[config.mk]
export PLATFORM = sky130hd
export DESIGN_NAME = mac_array_ctrl
export DESIGN_NICKNAME = d
export VERILOG_FILES = /design/src/rtl/mac_array_ctrl.sv
export SDC_FILE = /design/constraint.sdc
export NUM_CORES = 1
export LEC_CHECK = 0
export BUFFER_PORTS_ARGS = -buffer_cell sky130_fd_sc_hd__buf_2
export CAP_MARGIN = 20
export CORE_MARGIN = 2
export CORE_UTILIZATION = 53
export DETAILED_ROUTE_END_ITERATION = 8
export GPL_ROUTABILITY_DRIVEN = 0
export PLACE_DENSITY = 0.83
export SKIP_LAST_GASP = 1
export SYNTH_ARGS = -nofsm -noshare
export SYNTH_HDL_FRONTEND = slang
export SYNTH_SLANG_ARGS = --single-unit
[constraint.sdc]
create_clock -name clk -period 3.5 [get_ports clk]
set_clock_uncertainty 0.05 [all_clocks]
set_input_delay 0.175 -clock clk [delete_from_list [all_inputs] [get_ports clk]]
set_output_delay 0.175 -clock clk [all_outputs]
set_load 0.02 [all_outputs]
[src/rtl/mac_array_ctrl.sv]
// mac_array_ctrl: loads ROW weight rows, then streams skewed activations into the MAC array with aligned sideband.
// An accepted beat reaches o_valid ROW+LAT cycles later; readies decode state only and stalls become o_valid bubbles.
module mac_array_ctrl #(
   parameter int DW     = 8,
   parameter int ROW    = 7,
   parameter int COLUMN = 7,
   parameter int LAT    = 1,
   parameter int LEN_W  = 16
) (
   input  logic                  clk,
   input  logic                  rst,
   input  logic                  cfg_start,
   input  logic [LEN_W-1:0]      cfg_len,
   input  logic                  w_s_valid,
   output logic                  w_s_ready,
   input  logic [COLUMN*DW-1:0]  w_s_data,
   input  logic                  x_s_valid,
   output logic                  x_s_ready,
   input  logic [ROW*DW-1:0]     x_s_data,
   output logic [COLUMN*DW-1:0]  w,
   output logic [ROW-1:0]        w_en,
   output logic [ROW*DW-1:0]     mac_m_data,
   output logic                  o_valid,
   output logic                  o_first,
   output logic                  o_last,
   output logic                  busy,
   output logic                  done
);

   localparam int D  = ROW + LAT;
   localparam int CW = $clog2(D + 1);
   localparam logic [CW-1:0]    K_LAST = CW'(ROW - 1);
   localparam logic [CW-1:0]    D_LAST = CW'(D - 1);
   localparam logic [LEN_W-1:0] ONE    = LEN_W'(1);

   typedef enum logic [2:0] {S_IDLE, S_LOAD_W, S_RUN, S_DRAIN, S_DONE} state_t;

   state_t           state;
   logic [LEN_W-1:0] len_q;
   logic [LEN_W-1:0] beat;
   logic [CW-1:0]    k;
   logic [CW-1:0]    dcnt;
   logic             x_acc;
   logic [2:0]       tok [0:D-1];

   assign w_s_ready = (state == S_LOAD_W);
   assign x_s_ready = (state == S_RUN);
   assign x_acc     = x_s_ready && x_s_valid;

   always_ff @(posedge clk) begin
      if (rst) begin
         state <= S_IDLE;
         len_q <= '0;
         beat  <= '0;
         k     <= '0;
         dcnt  <= '0;
         w     <= '0;
         w_en  <= '0;
         busy  <= 1'b0;
         done  <= 1'b0;
      end else begin
         w_en <= '0;
         done <= 1'b0;
         case (state)
            S_IDLE: begin
               if (cfg_start) begin
                  len_q <= cfg_len;
                  k     <= '0;
                  beat  <= '0;
                  busy  <= 1'b1;
                  state <= S_LOAD_W;
               end
            end
            S_LOAD_W: begin
               if (w_s_valid) begin
                  w    <= w_s_data;
                  w_en <= ROW'(1) << k;
                  if (k == K_LAST) begin
                     k     <= '0;
                     dcnt  <= '0;
                     state <= (len_q == '0) ? S_DRAIN : S_RUN;
                  end else begin
                     k <= k + CW'(1);
                  end
               end
            end
            S_RUN: begin
               if (x_s_valid) begin
                  if (beat == len_q - ONE) begin
                     beat  <= '0;
                     dcnt  <= '0;
                     state <= S_DRAIN;
                  end else begin
                     beat <= beat + ONE;
                  end
               end
            end
            S_DRAIN: begin
               if (dcnt == D_LAST) begin
                  done  <= 1'b1;
                  state <= S_DONE;
               end else begin
                  dcnt <= dcnt + CW'(1);
               end
            end
            S_DONE: begin
               busy  <= 1'b0;
               state <= S_IDLE;
            end
            default: state <= S_IDLE;
         endcase
      end
   end

   // Lane r gets r+1 stages so each array row sees its operand one cycle after the row above.
   for (genvar r = 0; r < ROW; r++) begin : g_lane
      logic [DW-1:0] pipe [0:r];
      always_ff @(posedge clk) begin
         if (rst) begin
            for (int s = 0; s <= r; s++) pipe[s] <= '0;
         end else begin
            pipe[0] <= x_acc ? x_s_data[r*DW +: DW] : '0;
            for (int s = 1; s <= r; s++) pipe[s] <= pipe[s-1];
         end
      end
      assign mac_m_data[r*DW +: DW] = pipe[r];
   end

   // Stall cycles enter as all-zero tokens, so bubbles keep their place in the beat order.
   always_ff @(posedge clk) begin
      if (rst) begin
         for (int i = 0; i < D; i++) tok[i] <= '0;
      end else begin
         tok[0] <= {x_acc, x_acc && (beat == '0), x_acc && (beat == len_q - ONE)};
         for (int i = 1; i < D; i++) tok[i] <= tok[i-1];
      end
   end

   assign o_valid = tok[D-1][2];
   assign o_first = tok[D-1][1];
   assign o_last  = tok[D-1][0];

endmodule

==> results of run 1 <==
==> through the flow <==
stage | setup WS, ns | std cells
after floorplan | 0.981 | 1135
after global placement | 0.728 | 1587
after detailed placement | 0.613 | 1587
after CTS | 0.590 | 1775
after global routing | 0.314 | 1776
final | 0.547 | 1776
==> cell type report <==
class | count | share of cell area
well taps | 280 | 0.0230
inverters | 10 | 0.00337
clock buffers | 48 | 0.0654
clock inverters | 11 | 0.00682
diodes | 1 | 0.000164
multi-input cells | 678 | 0.260
flip-flops and latches | 356 | 0.468
repair buffers | 392 | 0.173
==> placed cells by master, fill, tap and decap left out, drive strengths merged, types with 2 or more instances in the layout <==
| master | count |
|---|---|
| a211o | 2 |
| a211oi | 3 |
| a21o | 2 |
| a21oi | 86 |
| a32o | 2 |
| a41oi | 3 |
| and2 | 58 |
| and2b | 5 |
| and3 | 10 |
| buf | 263 |
| bufinv | 2 |
| clkbuf | 48 |
| clkinv | 7 |
| clkinvlp | 2 |
| dfxtp | 356 |
| dlygate4sd3 | 129 |
| ha | 4 |
| inv | 10 |
| mux2i | 4 |
| nand2 | 164 |
| nand3 | 14 |
| nand3b | 2 |
| nand4 | 5 |
| nand4b | 3 |
| nor2 | 18 |
| nor2b | 192 |
| nor3 | 29 |
| nor4 | 6 |
| nor4b | 4 |
| o21ai | 8 |
| o21ba | 2 |
| or3 | 2 |
| or4 | 3 |
| xnor2 | 13 |
| xor2 | 20 |
==> path summary, 6_finish.rpt <==
path	slack (ns)	to	cells after the start	start
max	0.55	beat[12]	9	len_q[0]
min reg2reg	0.38	g_lane[5].pipe[5][2]	1	g_lane[5].pipe[4][2]
max reg2reg	0.55	beat[12]	9	len_q[0]
min	0.03	len_q[3]	2	rst
==> metal layers <==
metal,vias up,GRT usage
met3,92,0.0549
li1,4299,-
met4,0,0.111
met1,4038,0.234
met5,-,0
met2,361,0.397
==> sequential cells by signal (all words and copies together), names as in the netlist <==
signal / count
beat: 16
busy: 1
dcnt: 4
done: 1
g_lane.pipe: 224
k: 4
len_q: 16
state: 3
tok: 24
w: 56
w_en: 7
==> kinds of logic after synthesis <==
kind of cell,after synthesis
AO/OA/AOI/OAI,120
AND/OR/NAND/NOR,516
flip-flops,356
XOR/XNOR,33
adder cells (fa/ha/maj),4
multiplexers,5
buffers and inverters,101
==> power by group <==
part | total [uW] | switching, uW | internal [uW]
Clock | 3570 | 1490 | 2070
Sequential | 4340 | 135 | 4210
Combinational | 1220 | 712 | 512
Total | 9140 | 2340 | 6800
==> flow_summary.toml, run 1 <==
[clock_tree]
cts.hold.buffers_added = 129
cts_inserted_buffers = 36
clock_tree_from_tritoncts = "yes"
post-cts-setup-buffers = 0
clk_path_buf_depth = 3
number_of_h_tree_branching_levels = 2
clkTransAtPathRegs_ns = 0.06
clockRootBuffer = "sky130_fd_sc_hd__clkbuf_16"
cts_resized = 0
cts_sinks = 356
clock_latency_ns = 0.51

[power]
power-per-cell-area_nw_per_um2 = 600
ir_worst_vdd_mv = 0.546
leakage_uw = 0.00659
power_uw = 9140

[setup_path]
timing.critical_path.slowest_cell_delay_ns = 0.53
cp.buffers_inverters = 1
worst_path_max_delay_cell = "sky130_fd_sc_hd__nor3b_1"
criticalPathCategory = "reg2reg"
critical_path.max_fanout = 14
critical_path.cell_chain = "inv_1, ha_1, nor3b_1, nand4b_1, mux2i_1, nor3_1, nand4b_4, a21oi_4, nor3_1"
worst_setup_path_end_kind = "register"
worstPathRequired_ns = 3.82
critical_path.top_delay_family = "simple AND/OR/NAND/NOR gates"
cp_common_cell = "sky130_fd_sc_hd__nor3_1"
worst_ep_arrival_time_ns = 3.28
cp-start-kind = "register"

[timing]
setup_tns_ns = 0
finalWorstPathRequiredPeriod_ns = 2.95
worst_hold_slack_ns = 0.0254
final-setup-viol-count = 0
fraction_of_the_cycle_the_final_worst_path_needs = 0.844
max_freq_ghz = 0.339
report.final.hold_viol_count = 0
finalMaxSlewViolations = 0
transition_at_the_pin_with_the_smallest_max_transition_slack_ns = 1.01
slew-limit-headroom = 0.330
rsz0062_at_grt = "false"

[finish]
final_core_utilization = 0.702
drive_gt1_frac = 0.231
final_area_um2 = 15200
fillerInstances = 1463
multiInputGateArea_um2 = 3960
area_growth_pct = 30.8
number_of_nets_in_the_layout = 1611
ff_latch_area_um2 = 7130

[placed_design]
post_dp_cell_area_um2 = 12800
dp_hpwl_um = 14200
buffer_ports.inserted = 258

[routing]
met2_wirelength_um = 13000
average_wire_length_per_cell_after_detail_routing_um = 14.6
initial_drt_pass_iterations = 7
route.final.wire_length_um = 25900
post-route-drc-count = 0
wl_met1_um = 9890
dr.first_iter.drc_count = 416
ant_nets = 0
met3WireLength_um = 1840
dr.max_layer_used = "met4"
post_drt_via_cell_ratio = 4.95
via_count = 8790

[logic_synthesis]
synth-simple-area-share = 0.246
synth.largest_area_cell = "sky130_fd_sc_hd__dfxtp_1"
synthDistinctLibCells = 62
synth_xor_xnor_area_share = 0.0248
mappedNetlistArea_um2 = 11600
synth-compound-area-share = 0.0611
post_synth_most_frequent_cells = "sky130_fd_sc_hd__dfxtp_1 (356), sky130_fd_sc_hd__nor2b_1 (192), sky130_fd_sc_hd__nand2_1 (164)"
ys_ff_latch = 356
mux_contribution_to_synthesized_area = 0.00441
synth.yosys.warnings = 0
proportion_of_synthesized_flip_flops_having_asynchronous_set_or_reset = 0
synth_sequential_area_ratio = 0.612
netlist_top_cells_area = "sky130_fd_sc_hd__dfxtp_1 (61%), sky130_fd_sc_hd__nor2b_1 (10%), sky130_fd_sc_hd__nand2_1 (5.3%)"
synthCells = 1135
post-synth-top-count-cell = "sky130_fd_sc_hd__dfxtp_1"
synth_top_family_by_area = "simple AND/OR/NAND/NOR gates"
synth_top_flop_cell = "sky130_fd_sc_hd__dfxtp_1"
post_synthesis_share_of_cell_area_spent_on_full_adders_half_adders_and_majority_gates = 0.00430
synth.top_cell.area_share = 0.612
synthesis.nets = 1272
synth-edff-count = 0
postSynthAreaPerCell_um2 = 10.3

[grt]
grt_antenna_before_repair = 1
grt.overflow.total = 0
vias_in_the_first_global_route = 8830
pin_count_of_the_biggest_net_entering_global_routing = 109
grt_first_pass_wirelength_um = 41900
grt.total_usage = 0.218

[floorplanning]
floorplan.die.height_um = 152
design.die.area_um2 = 23200
floorplan.core_area_um2 = 21700
initial_core_util = 0.537
fp-row-count = 54
fp.dieW_um = 152
design.portCount = 259

[flow_run]
cap_violations = 0

[worst_hold_path]
min-delay-path-class = "in2reg"

[status]
run_status = "completed"
Power figures use the tool's default switching activity.
==> run 2, diff against run 1 <==
Settings changed: ABC_AREA set to 1, CORE_UTILIZATION 53 to 48, PLACE_DENSITY 0.83 to 0.8.
Clock period 3.5 ns to 2.69 ns, I/O delays scaled along.
==> flow_summary.toml, run 2 <==
[status]
run_status = "completed"

[clock_tree]
clock_tree_from_tritoncts = "yes"
number_of_h_tree_branching_levels = 2
cts_resized = 0
post-cts-setup-buffers = 0
clk_path_buf_depth = 3
cts_sinks = 356
clockRootBuffer = "sky130_fd_sc_hd__clkbuf_16"
cts.hold.buffers_added = 141
clock_latency_ns = 0.51
cts_inserted_buffers = 36
clkTransAtPathRegs_ns = 0.06

[finish]
largest_reg_flops = 224
largest_registers = "g_lane.pipe (224), w (56), tok (24)"
final_cell_mix = "sky130_fd_sc_hd__nor2_1 (418), sky130_fd_sc_hd__dfxtp_1 (356), sky130_fd_sc_hd__inv_1 (293)"
max_flop_register = "g_lane.pipe"
number_of_nets_in_the_layout = 1959
commonest_non_fill_non_tap_cell_in_the_layout = "sky130_fd_sc_hd__nor2_1"
area_growth_pct = 33.6
drive_gt1_frac = 0.190
fillerInstances = 1785

[floorplanning]
initial_core_util = 0.489
design.die.area_um2 = 26000
design.portCount = 259
fp-row-count = 57
floorplan.core_area_um2 = 24300
floorplan.die.height_um = 161
fp.dieW_um = 161

[setup_path]
worstPathRequired_ns = 3.09
worst_setup_path_end_kind = "register"
criticalPathCategory = "reg2reg"
worst_ep_arrival_time_ns = 2.75
critical_path.max_fanout = 25
cp-start-kind = "register"

[grt]
pin_count_of_the_biggest_net_entering_global_routing = 176
grt.overflow.total = 0
grt_antenna_before_repair = 0
vias_in_the_first_global_route = 10214
grt.total_usage = 0.223
grt_first_pass_wirelength_um = 47400

[timing]
fraction_of_the_cycle_the_final_worst_path_needs = 0.871
setup_tns_ns = 0
final-setup-viol-count = 0
finalWorstPathRequiredPeriod_ns = 2.34
finalMaxSlewViolations = 0
rsz0062_at_grt = "false"
max_freq_ghz = 0.427
slew-limit-headroom = 0.411
transition_at_the_pin_with_the_smallest_max_transition_slack_ns = 0.882
report.final.hold_viol_count = 0

[routing]
met3WireLength_um = 2160
post_drt_via_cell_ratio = 4.63
ant_nets = 0
initial_drt_pass_iterations = 5
dr.first_iter.drc_count = 690
average_wire_length_per_cell_after_detail_routing_um = 13.6
route.final.wire_length_um = 29600
dr.max_layer_used = "met4"
met2_wirelength_um = 15200
via_count = 10081
wl_met1_um = 10800
post-route-drc-count = 0

[logic_synthesis]
post_synthesis_share_of_cell_area_spent_on_full_adders_half_adders_and_majority_gates = 0.00421
mappedNetlistArea_um2 = 11900
synth.yosys.warnings = 0
synth.top_cell.area_share = 0.600
synth-compound-area-share = 0.0428
synthCells = 1456
synth.largest_area_cell = "sky130_fd_sc_hd__dfxtp_1"
ys_ff_latch = 356
synth-edff-count = 0
netlist_top_cells_area = "sky130_fd_sc_hd__dfxtp_1 (60%), sky130_fd_sc_hd__nor2_1 (13%), sky130_fd_sc_hd__inv_1 (9.3%)"
synth_sequential_area_ratio = 0.600
synth_top_family_by_area = "simple AND/OR/NAND/NOR gates"
postSynthAreaPerCell_um2 = 8.16
synth_xor_xnor_area_share = 0.0159
synthDistinctLibCells = 39
mux_contribution_to_synthesized_area = 0
synthesis.nets = 1593
synth_top_flop_cell = "sky130_fd_sc_hd__dfxtp_1"
post_synth_most_frequent_cells = "sky130_fd_sc_hd__nor2_1 (418), sky130_fd_sc_hd__dfxtp_1 (356), sky130_fd_sc_hd__inv_1 (294)"
post-synth-top-count-cell = "sky130_fd_sc_hd__nor2_1"
synth-simple-area-share = 0.211
proportion_of_synthesized_flip_flops_having_asynchronous_set_or_reset = 0

[power]
ir_worst_vdd_mv = 0.614
power-per-cell-area_nw_per_um2 = 848
power_uw = 13500
leakage_uw = 0.00739

[placed_design]
buffer_ports.inserted = 258
dp_hpwl_um = 16600

[worst_hold_path]
min-delay-path-class = "in2reg"

[flow_run]
cap_violations = 0
## run 2: changes by cell type after synthesis, moves of 7 or more
| cell | delta |
|---|---|
| sky130_fd_sc_hd__and2_1 | -58 |
| sky130_fd_sc_hd__clkbuf_1 | -9 |
| sky130_fd_sc_hd__nor2_1 | +400 |
| sky130_fd_sc_hd__nand2_1 | -62 |
| sky130_fd_sc_hd__xnor2_1 | -8 |
| sky130_fd_sc_hd__a21oi_1 | -59 |
| sky130_fd_sc_hd__and3_1 | -10 |
| sky130_fd_sc_hd__inv_1 | +285 |
| sky130_fd_sc_hd__nor2_2 | +7 |
| sky130_fd_sc_hd__o21ai_0 | +58 |
| sky130_fd_sc_hd__nor2b_1 | -192 |
| sky130_fd_sc_hd__nand3_1 | +11 |
## run 2: final timing paths
path | from | endpoint | slack (ns) | cells after the start
max | state[0] | len_q[13] | 0.35 | 7
min | w_s_valid | state[1] | 0.03 | 3
max reg2reg | state[0] | len_q[13] | 0.35 | 7
min reg2reg | g_lane[5].pipe[4][0] | g_lane[5].pipe[5][0] | 0.34 | 2
## run 2: where the power goes
| part | internal [uW] | switching (uW) |
|---|---|---|
| sequential | 5630 | 239 |
| combinational | 908 | 1710 |
| clock | 2900 | 2070 |
| total | 9440 | 4020 |
## run 2: metrics by stage
stage | hold slack (ns) | setup slack [ns] | utilization | cells | instance area [um^2]
final | 0.0304 | 0.347 | 0.653 | 2176 | 15900
after detailed placement | 0.304 | 0.571 | 0.546 | 1967 | 13300
after global placement | 0.300 | 0.632 | 0.546 | 1967 | 13300
after floorplan | 0.168 | 0.747 | - | 1456 | 11900
after global routing | 0.0580 | 0.173 | 0.653 | 2174 | 15900
after CTS | 0.0192 | 0.559 | 0.653 | 2174 | 15900
## run 2: final cells by class
class,count,area (um^2),share of cell area
antenna,2,5.00,0.000315
tap,324,405,0.0255
clock buffer,52,1030,0.0649
timing repair buffer,405,2780,0.175
sequential,356,7130,0.449
clock inverter,14,164,0.0103
multi-input combinational,726,3260,0.205
inverter,297,1110,0.0702
## run 2: cells by family after synthesis
family          Yosys count
compound gates           99
xor+xnor                 20
fa+ha+maj                 4
buf+inv                 374
flops                   356
simple gates            603
## run 2: routing by layer
layer  vias up  GRT usage
li1       4958          -
met1      4608      0.234
met2       405      0.406
met3       110     0.0616
met4         0      0.120
met5         -          0
## run 2: critical path, stage by stage (launching register included)
cell                            delay [ns]
sky130_fd_sc_hd__dfxtp_1              0.34
sky130_fd_sc_hd__inv_1                0.17
sky130_fd_sc_hd__nand3_1              0.20
sky130_fd_sc_hd__buf_4                0.28
sky130_fd_sc_hd__inv_1                0.35
sky130_fd_sc_hd__nand2_1              0.11
sky130_fd_sc_hd__a21oi_1              0.20
sky130_fd_sc_hd__dlygate4sd3_1        0.60
==> run 3, diff against run 2 <==
Clock period 2.69 ns to 1.9 ns, I/O delays scaled along.
==> flow_summary.toml, run 3 (synthesis results as in run 2) <==
[status]
violated_checks = "setup timing"
run_status = "complete, but fails checks"

[grt]
vias_in_the_first_global_route = 10193
grt.total_usage = 0.226
grt.overflow.total = 0
grt_first_pass_wirelength_um = 47800
grt_antenna_before_repair = 2
pin_count_of_the_biggest_net_entering_global_routing = 190

[floorplanning]
floorplan.die.height_um = 161
floorplan.core_area_um2 = 24300
design.die.area_um2 = 26000
initial_core_util = 0.489
design.portCount = 259
fp.dieW_um = 161
fp-row-count = 57

[worst_hold_path]
min-delay-path-class = "in2reg"

[power]
p_comb_frac = 0.210
netSwitchingFraction = 0.302
ir_worst_vdd_mv = 0.972
power_report.internal_total_uw = 13700
power-per-cell-area_nw_per_um2 = 1200
share_seq_of_total_power = 0.425
leakage_uw = 0.00751
clkPwrFrac = 0.366
p_switching_uw = 5910

[setup_path]
worst_setup_path_end_kind = "register"
criticalPathCategory = "reg2reg"
worst_ep_arrival_time_ns = 2.48
cp-start-kind = "register"
worstPathRequired_ns = 2.30
critical_path.max_fanout = 6
timing.reg2reg.setup_slack_ns = -0.18

[timing]
fraction_of_the_cycle_the_final_worst_path_needs = 1.10
max_freq_ghz = 0.480
rsz0062_at_grt = "true"
report.final.hold_viol_count = 0
slew-limit-headroom = 0.503
finalWorstPathRequiredPeriod_ns = 2.08
post-route-worst-setup-slack_ns = -0.185
transition_at_the_pin_with_the_smallest_max_transition_slack_ns = 0.745
final-setup-viol-count = 24
finalMaxSlewViolations = 0
setup_tns_ns = -3.09

[routing]
dr.first_iter.drc_count = 636
route.final.wire_length_um = 30500
initial_drt_pass_iterations = 6
post-route-drc-count = 0
ant_nets = 0
via_count = 10155
post_drt_via_cell_ratio = 4.62
average_wire_length_per_cell_after_detail_routing_um = 13.9

[clock_tree]
clkTransAtPathRegs_ns = 0.07
clockRootBuffer = "sky130_fd_sc_hd__clkbuf_16"
clock_latency_ns = 0.51
cts_sinks = 356
cts_inserted_buffers = 37
number_of_h_tree_branching_levels = 2
clk_path_buf_depth = 3
clock_tree_from_tritoncts = "yes"

[finish]
final_cell_mix = "sky130_fd_sc_hd__nor2_1 (402), sky130_fd_sc_hd__dfxtp_1 (353), sky130_fd_sc_hd__inv_1 (290)"
largest_reg_flops = 224
final_core_utilization = 0.670
area_growth_pct = 37.1
drive_gt1_frac = 0.225
commonest_non_fill_non_tap_cell_in_the_layout = "sky130_fd_sc_hd__nor2_1"
final_non_filler_cell_total = 2198
number_of_nets_in_the_layout = 1981
largest_registers = "g_lane.pipe (224), w (56), tok (24)"
max_flop_register = "g_lane.pipe"

[flow_run]
cap_violations = 0

[placed_design]
dp_hpwl_um = 16500
placedCellCount = 1990
buffer_ports.inserted = 258
run 3: timing repair:
action	4_1_cts	5_1_grt
endpoints found under the setup margin	21	62
setup buffers	4	1
gates resized for setup	19	33
hold buffers	132	1
pin swaps	9	14
hold endpoints to repair	138	17
cloned	1	0
run 3: worst paths after layout:
| check | depth (start not counted) | from | endpoint |
|---|---|---|---|
| hold / removal | 5 | cfg_start | done |
| setup / recovery | 16 | len_q[1] | state[0] |
| hold reg to reg | 2 | g_lane[4].pipe[0][8] | g_lane[4].pipe[0][16] |
| setup reg to reg | 16 | len_q[1] | state[0] |
run 3: area by class of cell:
class / count / area (um^2)
fillers: 1718 / 8030
flip-flops and latches: 356 / 7130
multi-input cells: 727 / 3480
repair buffers: 425 / 2920
inverters: 297 / 1110
clock buffers: 50 / 1050
well taps: 324 / 405
clock inverters: 16 / 180
diodes: 3 / 7.51
run 3: stage by stage:
| stage | hold WS [ns] | instance area (um^2) | total power, uW | setup WS, ns |
|---|---|---|---|---|
| 2_1_floorplan | 0.129 | 11900 | 10800 | 0.0328 |
| 3_3_place_gp | 0.258 | 13500 | 11700 | -0.0583 |
| 3_5_place_dp | 0.263 | 13500 | 11800 | -0.158 |
| 4_1_cts | -0.177 | 16200 | 19300 | -0.0460 |
| 5_1_grt | 0.157 | 16300 | 20500 | -0.343 |
| 6_report | 0.103 | 16300 | 19600 | -0.185 |
run 3: worst max-delay path, cell delays in order, from the launching register on:
cell                      delay [ns]
sky130_fd_sc_hd__dfxtp_2        0.35
sky130_fd_sc_hd__inv_2          0.05
sky130_fd_sc_hd__ha_4           0.27
sky130_fd_sc_hd__nor2_2         0.03
sky130_fd_sc_hd__nor2_1         0.09
sky130_fd_sc_hd__nand2_1        0.06
sky130_fd_sc_hd__nor2_1         0.10
sky130_fd_sc_hd__nand3_1        0.07
sky130_fd_sc_hd__nor2_1         0.10
sky130_fd_sc_hd__nand2_1        0.09
sky130_fd_sc_hd__nor2_2         0.12
sky130_fd_sc_hd__nand3_2        0.10
sky130_fd_sc_hd__nand2_4        0.17
sky130_fd_sc_hd__nand3_4        0.11
sky130_fd_sc_hd__nand2_2        0.10
sky130_fd_sc_hd__nand2_2        0.05
sky130_fd_sc_hd__nor2_2         0.11
run 3: power groups by stage:
| stage | registers, uW | clock network [uW] | logic (uW) |
|---|---|---|---|
| 2_1_floorplan | 8740 | 0 | 2020 |
| 3_3_place_gp | 8410 | 0 | 3300 |
| 3_5_place_dp | 8420 | 0 | 3380 |
| 4_1_cts | 8270 | 7260 | 3780 |
| 5_1_grt | 8350 | 7620 | 4490 |
| 6_report | 8310 | 7160 | 4100 |
run 3: per-layer routing:
metal	up-vias	track usage	routed length, um	share of wire
met5	-	0	0	0
met4	0	0.105	1340	0.044
met3	117	0.0575	2210	0.072
met2	406	0.430	15900	0.52
met1	4622	0.230	11100	0.36
li1	5010	-	-	-
